**src/rtl/pipe_ctrl_pkg.sv**
```systemverilog
// Shared types and constants for the pipeline hazard controller.
// Holds the FSM state encoding and the per-stage hold polarity.
package pipe_ctrl_pkg;

  typedef enum logic [1:0] {
    RUN   = 2'd0,
    STALL = 2'd1,
    FLUSH = 2'd2
  } state_e;

  localparam logic STOP    = 1'b1;
  localparam logic NO_STOP = 1'b0;

  localparam int FCNT_W = 4;

endpackage

```
**src/rtl/pipe_ctrl_stall_mask.sv**
```systemverilog
// Turns one stall request into a per-stage hold mask.
// The requesting stage and every stage upstream of it are held.
module pipe_ctrl_stall_mask
  import pipe_ctrl_pkg::*;
#(
  parameter int NUM_STAGES = 6
) (
  input  logic [3:0]            stage,
  input  logic                  req,
  output logic [NUM_STAGES-1:0] mask
);

  always_comb begin
    mask = {NUM_STAGES{NO_STOP}};
    for (int i = 0; i < NUM_STAGES; i++) begin
      if (req && (i <= int'(stage))) begin
        mask[i] = STOP;
      end
    end
  end

endmodule

```
**src/rtl/pipe_ctrl.sv**
```systemverilog
// Pipeline hazard controller: per-stage stalls, timed flush window with
// redirect target, and a saturating stall-length counter with sticky timeout.
module pipe_ctrl
  import pipe_ctrl_pkg::*;
#(
  parameter int                   NUM_STAGES    = 6,
  parameter int                   NUM_REQ       = 2,
  parameter logic [4*NUM_REQ-1:0] REQ_STAGE     = {4'd3, 4'd2},
  parameter int                   AW            = 32,
  parameter int                   FLUSH_CYCLES  = 1,
  parameter int                   CW            = 8,
  parameter int                   STALL_TIMEOUT = 200
) (
  input  logic                  clk,
  input  logic                  rst,
  input  logic [NUM_REQ-1:0]    stallreq,
  input  logic                  flush_req,
  input  logic [AW-1:0]         flush_pc,
  input  logic                  clr_timeout,
  output logic [NUM_STAGES-1:0] stall,
  output logic                  flush,
  output logic [AW-1:0]         new_pc,
  output logic [CW-1:0]         stall_cycles,
  output logic                  stall_timeout
);

  localparam logic [FCNT_W-1:0] FLUSH_LOAD  = FCNT_W'(FLUSH_CYCLES - 1);
  localparam logic [CW-1:0]     CNT_MAX     = {CW{1'b1}};
  localparam logic [CW-1:0]     TIMEOUT_VAL = CW'(STALL_TIMEOUT);

  state_e              state_q, state_d;
  logic [FCNT_W-1:0]   flush_cnt_q, flush_cnt_d;
  logic [AW-1:0]       new_pc_q, new_pc_d;
  logic [CW-1:0]       stall_cycles_q, stall_cycles_d;
  logic                stall_timeout_q, stall_timeout_d;

  logic [NUM_STAGES-1:0] req_mask [NUM_REQ];
  logic [NUM_STAGES-1:0] mask_or;
  logic                  req_any;

  for (genvar g = 0; g < NUM_REQ; g++) begin : g_mask
    pipe_ctrl_stall_mask #(
      .NUM_STAGES(NUM_STAGES)
    ) u_mask (
      .stage(REQ_STAGE[4*g +: 4]),
      .req  (stallreq[g]),
      .mask (req_mask[g])
    );
  end

  always_comb begin
    mask_or = '0;
    for (int i = 0; i < NUM_REQ; i++) begin
      mask_or = mask_or | req_mask[i];
    end
  end

  assign req_any = |stallreq;

  always_ff @(posedge clk or negedge rst) begin
    if (!rst) begin
      state_q         <= RUN;
      flush_cnt_q     <= '0;
      new_pc_q        <= '0;
      stall_cycles_q  <= '0;
      stall_timeout_q <= 1'b0;
    end else begin
      state_q         <= state_d;
      flush_cnt_q     <= flush_cnt_d;
      new_pc_q        <= new_pc_d;
      stall_cycles_q  <= stall_cycles_d;
      stall_timeout_q <= stall_timeout_d;
    end
  end

  // A flush request overrides everything, including an open flush window.
  always_comb begin
    state_d     = state_q;
    flush_cnt_d = flush_cnt_q;
    new_pc_d    = new_pc_q;
    if (flush_req) begin
      state_d     = FLUSH;
      flush_cnt_d = FLUSH_LOAD;
      new_pc_d    = flush_pc;
    end else begin
      case (state_q)
        RUN:   if (req_any) state_d = STALL;
        STALL: if (!req_any) state_d = RUN;
        FLUSH: begin
          if (flush_cnt_q == '0) begin
            state_d = req_any ? STALL : RUN;
          end else begin
            flush_cnt_d = flush_cnt_q - 1'b1;
          end
        end
        default: state_d = RUN;
      endcase
    end
  end

  always_comb begin
    stall_cycles_d = stall_cycles_q;
    if (state_d != STALL) begin
      stall_cycles_d = '0;
    end else if ((state_q == STALL) && (stall_cycles_q != CNT_MAX)) begin
      stall_cycles_d = stall_cycles_q + 1'b1;
    end
    stall_timeout_d = stall_timeout_q;
    if ((stall_cycles_d == TIMEOUT_VAL) && (stall_cycles_q != TIMEOUT_VAL)) begin
      stall_timeout_d = 1'b1;
    end else if (clr_timeout) begin
      stall_timeout_d = 1'b0;
    end
  end

  // Holds are gated by reset so no stage freezes while the core is in reset.
  always_comb begin
    stall = '0;
    flush = 1'b0;
    if (state_q == FLUSH) begin
      flush = 1'b1;
    end else if (rst) begin
      stall = mask_or;
    end
  end

  assign new_pc        = new_pc_q;
  assign stall_cycles  = stall_cycles_q;
  assign stall_timeout = stall_timeout_q;

endmodule

```
**config.mk**
```make
export PLATFORM = sky130hd
export DESIGN_NAME = pipe_ctrl
export DESIGN_NICKNAME = d
export VERILOG_FILES = /design/src/rtl/pipe_ctrl_pkg.sv /design/src/rtl/pipe_ctrl_stall_mask.sv /design/src/rtl/pipe_ctrl.sv
export SDC_FILE = /design/constraint.sdc
export NUM_CORES = 1
export LEC_CHECK = 0
export ABC_CLOCK_PERIOD_IN_PS = 3400
export BUFFER_PORTS_ARGS = -buffer_cell sky130_fd_sc_hd__buf_2
export CELL_PAD_IN_SITES_DETAIL_PLACEMENT = 1
export CELL_PAD_IN_SITES_GLOBAL_PLACEMENT = 2
export CORE_MARGIN = 10
export CORE_UTILIZATION = 32
export CTS_CLUSTER_DIAMETER = 80
export CTS_CLUSTER_SIZE = 16
export DETAILED_ROUTE_END_ITERATION = 10
export PLACE_DENSITY_LB_ADDON = 0.1
export SYNTH_ARGS = -nofsm -noshare
export SYNTH_HDL_FRONTEND = slang
export SYNTH_SLANG_ARGS = --single-unit
```
**constraint.sdc**
```tcl
create_clock -name clk -period 3.4 [get_ports clk]
set_input_delay 0.17 -clock clk [delete_from_list [all_inputs] [get_ports clk]]
set_output_delay 0.17 -clock clk [all_outputs]
set_load 0.02 [all_outputs]
```
; After elaboration in Yosys (flattened, before gate mapping)
; Cells that the tools add are included.
[op_classes]
n_mux = 18
n_mul = 0
shifts = 0
order_cmp = 0
div = 0
bitwise = 1
reduce_logical = 8
addsub = 2
n_eq_ne = 7
[op_table]
columns = operator, n
row1 = 4-bit 2-to-1 mux, 5
row2 = 8-bit 2-to-1 mux, 2
row3 = 8-bit != test (second input constant), 2
row4 = 8-bit by 1-bit adder with 8-bit output (second input constant), 1
row5 = 8-bit equality test (second input constant), 1
row6 = 2-bit 2-to-1 mux, 4
row7 = 1-bit 2-to-1 mux, 6
row8 = 2-bit case mux with 3 select lines, 1
row9 = 4-bit zero test, 1
row10 = 3-bit by 4-bit bitwise OR with 4-bit output, 1
row11 = 2-bit nonzero test, 2
row12 = 4-bit by 1-bit subtractor with 4-bit output (second input constant), 1
row13 = 2-bit by 1-bit equality test with 1-bit output (second input constant), 1
row14 = 2-bit equality test (second input constant), 1
row15 = 1-bit logical AND, 2
row16 = 2-bit zero test, 1
row17 = 2-bit by 1-bit != test with 1-bit output (second input constant), 1
row18 = 2-bit != test (second input constant), 1
row19 = 2-bit AND reduction, 1
row20 = 2-bit OR reduction, 1
[word_totals]
input_bits = 38
memories = 0
rom_bits = 0
latchBits = 0
elab_cells = 41
mem_bits_rw = 0
regBits = 47

; Depth between registers and ports, before layout
[depth]
depth_word = 10
depth_mapped = 8

; Cells and area by module
; A second synthesis with hierarchy kept.
[unflattened]
cells_unflattened = 205
area_unflattened_um2 = 2250.9
[modules_own_cells]
columns = mod, n_inst, cells_each, area_each_um2
row1 = pipe_ctrl, 1, 183, 2128.3
row2 = pipe_ctrl_stall_mask, 2, 11, 61.3

; Worst setup path after synthesis
; Ideal clock, no wire load.
[synth_timing]
path_kind = flip-flop to flip-flop
from = register flush_cnt_q[0]
to = register stall_timeout_q, in the netlist stall_timeout
n_path_buf = 1
setup_ns = 0.111
t_arrival_ns = 1.821
stages_incl_launch_ff = 9
required_time_ns = 3.289
slack_ns = 1.468
path_cell_list = dfrtp_1 > inv_1 > ha_1 > or4b_1 > a211o_1 > buf_6 > a21oi_2 > o211ai_1 > a222oi_1
[synth_via]
elab_chain_cells = 9
elab_cells_between_ends = 10
cone_classes = 2 x eq/ne / 5 x mux / 3 x reduce/logical
[synth_rtl]
columns = item, line
row1 = "start, declared", pipe_ctrl.sv:32  ; logic [FCNT_W-1:0] flush_cnt_q, flush_cnt_d;
row2 = "start signal, assigned", pipe_ctrl.sv:69  ; flush_cnt_q <= flush_cnt_d;
row3 = 4-bit zero test *, pipe_ctrl.sv:90  ; if (flush_cnt_q == '0) begin
row4 = 2-bit 2-to-1 mux *, pipe_ctrl.sv:90
row5 = 2-bit case mux with 3 select lines *, pipe_ctrl.sv:86  ; case (state_q)
row6 = 2-bit 2-to-1 mux *, pipe_ctrl.sv:81  ; if (flush_req) begin
row7 = 2-bit by 1-bit != test with 1-bit output *, pipe_ctrl.sv:103  ; if (state_d != STALL) begin
row8 = 8-bit 2-to-1 mux *, pipe_ctrl.sv:103
row9 = 8-bit equality test *, pipe_ctrl.sv:109  ; if ((stall_cycles_d == TIMEOUT_VAL) && (stall_cycles_q != TIMEOUT_VAL)) begin
row10 = 1-bit logical AND *, pipe_ctrl.sv:109
row11 = 1-bit 2-to-1 mux or 2-bit nonzero test (tied branches), n/a
row12 = "end signal, assigned", pipe_ctrl.sv:72  ; stall_timeout_q <= stall_timeout_d;
row13 = "end, declared", pipe_ctrl.sv:35  ; logic stall_timeout_q, stall_timeout_d;
; Mark *: on every way between the ends. The rest lies on a longest branch, timed or not.
; A chain may end at the register's enable or synchronous reset.

; Worst setup path after layout
; Same ends and word-level chain as after synthesis.

==> results by group <==
Status
  • Status: complete, no violations

Global routing
  • Total Routing Usage GR: 11.2%
  • Remaining Overflow, GRT: 0
  • Number of global-route vias before repair: 1810
  • Gr busiest metal: met2
  • Initial antenna violation count: 2
  • M1 GR Usage: 12.7%
  • M2 GR Usage: 17.9%
  • First-pass GRT wire length: 9280 um
  • Met3 usage: 6.48%
  • Largest net degree at the start of global routing: 50

Power
  • Pwr per Cell Area: 537 nW/um^2
  • Max VDD drop: 0.233 mV
  • P_leak: 1.30 nW

STA
  • Worst slew margin: 43.6%
  • Final TNS setup: 0 ns
  • Worst clock skew: 0.00619 ns
  • Final Hold Fails: 0
  • Crit share post-route: 62.8%
  • Hold slack final: 0.0985 ns
  • Final min period: 2.13 ns
  • Final Slew Violations: 0
  • Final setup vio count: 0
  • RSZ-0062 raised after global routing: no
  • Worst-Margin Slew: 0.845 ns
  • Peak Freq: 468 MHz

Drt
  • Pre-antenna DRT Iters: 4
  • Remaining antenna violation count: 0
  • Wire per inst: 16.9 um
  • Vias post-DR: 1623
  • WL final: 5780 um
  • DR iter-0 viols: 24
  • DRC Markers: 0
  • Via/cell ratio: 4.76

Placed design
  • # port buffers: 83
  • Post-DP HPWL: 4430 um
  • Gpl congestion: 0.739

Finish
  • Synth-to-Final Area Change: 25.6%
  • Nets: 304
  • Layout cell share with drive strength beyond 1: 48.3%

Die
  • DIE AREA: 10500 sq um
  • Starting Density: 33.6%
  • Row cnt: 29
  • Die X-Extent: 102 um
  • IO Count: 86
  • CORE AREA: 6460 sq um
  • Die Y: 102 um

Synthesis
  • Distinct cells, synth: 40
  • Number of enable flip-flop cells after synthesis: 0
  • Synth cell count leaders: 47 x dfrtp_1, 32 x mux2_2, 18 x nor2_1
  • Post-synthesis sequential area ratio: 54.3%
  • Largest cells by area after synthesis: dfrtp_1 54%, mux2_2 17%, nor2_1 3.1%, ha_1 2.3%, xnor2_1 1.6%
  • Synth Instances: 181
  • Syn_area_per_cell: 12.0 sq um
  • Cell Area, Synth: 2170 sq um
  • Async SR Flop Fraction: 100%
  • Primary FF master, synth: dfrtp_1
  • Top-area cell type share of the netlist area: 54.3%
  • YS warnings: 0
  • #FFs+latches synth: 47
  • Count leader, synth: dfrtp_1
  • Yosys top cell by area: dfrtp_1

Worst hold path
  • Worst hold path depth: 2
  • Class of the worst hold path: in2reg

Job
  • Max cap viols: 0

Clock network
  • Clock Path Buffers: 2
  • CTS root buf: clkbuf_8
  • CTS clk-pin slew, worst paths: 0.09 ns
  • Total CTS buffers: 5
  • Worst skew pair latency: 0.29 ns
  • Clock sinks: 47
  • Post-CTS Hold Buffers: 1
  • Post_cts resized: 0
  • H-tree depth: 2
  • Setup Buffers After CTS: 0
  • CTS tree: done

Setup path
  • Critical Path AT: 2.32 ns
  • Critical path class: reg2reg
  • WP data required: 3.59 ns
  • Crit. End Element: flip-flop
  • Reg2reg path depth: 7
  • Critical path's slowest cell: a211o_1
  • Cell-by-cell trace of the critical path: inv_1, ha_1, or4b_1, a211o_1, a21oi_2, o211ai_1, a222oi_1
  • CP Launch Type: flip-flop
  • Crit-path max cell delay: 0.46 ns
  • Critical path fanouts, max: 10
==> worst max-delay path, delay by kind of cell, from the launching register on <==
family,cells,cell delay [ns]
compound gates,4,0.95
simple gates,1,0.43
flops,1,0.41
fa+ha+maj,1,0.16
buf+inv,1,0.09
==> registers in the layout (all words and copies together), names as in the netlist <==
name / cells
new_pc: 32
flush_cnt_q: 4
stall_cycles: 8
state_q: 2
stall_timeout: 1
==> stage by stage <==
step	instances	worst slack [ns]	total power, mW	area, sq um	utilization, %
finish	341	1.27	1.46	2720	42.2
floorplan	182	1.47	0.990	2170	-
CTS	340	1.25	1.49	2720	42.1
detailed placement	331	1.27	1.12	2610	40.4
global route	341	1.09	1.57	2720	42.2
global placement	331	1.32	1.11	2610	40.4
==> metal layers <==
layer	wire, um	up-vias
met4	51	0
met1	2330	786
met5	0	-
met2	2740	55
li1	-	776
met3	649	6
==> where the power goes <==
group | internal [mW] | switching, mW | total [mW]
Sequential | 0.628 | 0.0458 | 0.674
Combinational | 0.178 | 0.243 | 0.421
Clock | 0.186 | 0.182 | 0.368
==> final timing paths <==
kind / start / endpoint / slack (ns)
worst max register to register: flush_cnt_q[0]$_DFFE_PN0P_ / stall_timeout$_DFFE_PN0P_ / 1.27
worst min register to register: new_pc[25]$_DFFE_PN0P_ / new_pc[25]$_DFFE_PN0P_ / 0.50
worst max-delay path: flush_cnt_q[0]$_DFFE_PN0P_ / stall_timeout$_DFFE_PN0P_ / 1.27
max in group asynchronous: rst / new_pc[0]$_DFFE_PN0P_ / 2.46
worst min-delay path: flush_pc[10] / new_pc[10]$_DFFE_PN0P_ / 0.1
min in group asynchronous: rst / stall_cycles[0]$_DFF_PN0_ / 0.50
==> area by class of cell <==
cell class                      instances  area [sq um]
Timing Repair Buffer                   85           433
Inverter                                8          30.0
Fill cell                             745          3740
Tap cell                               77          96.3
Clock buffer                            8           100
Multi-Input combinational cell        115           885
Antenna cell                            1          2.50
Sequential cell                        47          1180
==> cell usage in the layout (no fill, tap or decap), drive strengths merged, types with 6 or more instances in the layout <==
| cell type | instances |
|---|---|
| buf | 84 |
| inv | 8 |
| a21oi | 6 |
| nand2 | 6 |
| mux2 | 32 |
| dfrtp | 47 |
| clkbuf | 8 |
| nor2 | 18 |
==> cell families after synthesis <==
| kind of cell | share of synthesized area, % |
|---|---|
| multiplexers | 18.0 |
| adder cells (fa/ha/maj) | 2.31 |
| buffers and inverters | 5.08 |
| AND/OR/NAND/NOR | 12.1 |
| other | 0.173 |
| AO/OA/AOI/OAI | 5.20 |
| XOR/XNOR | 2.83 |
| flip-flops | 54.3 |
Power figures use the tool's default switching activity.
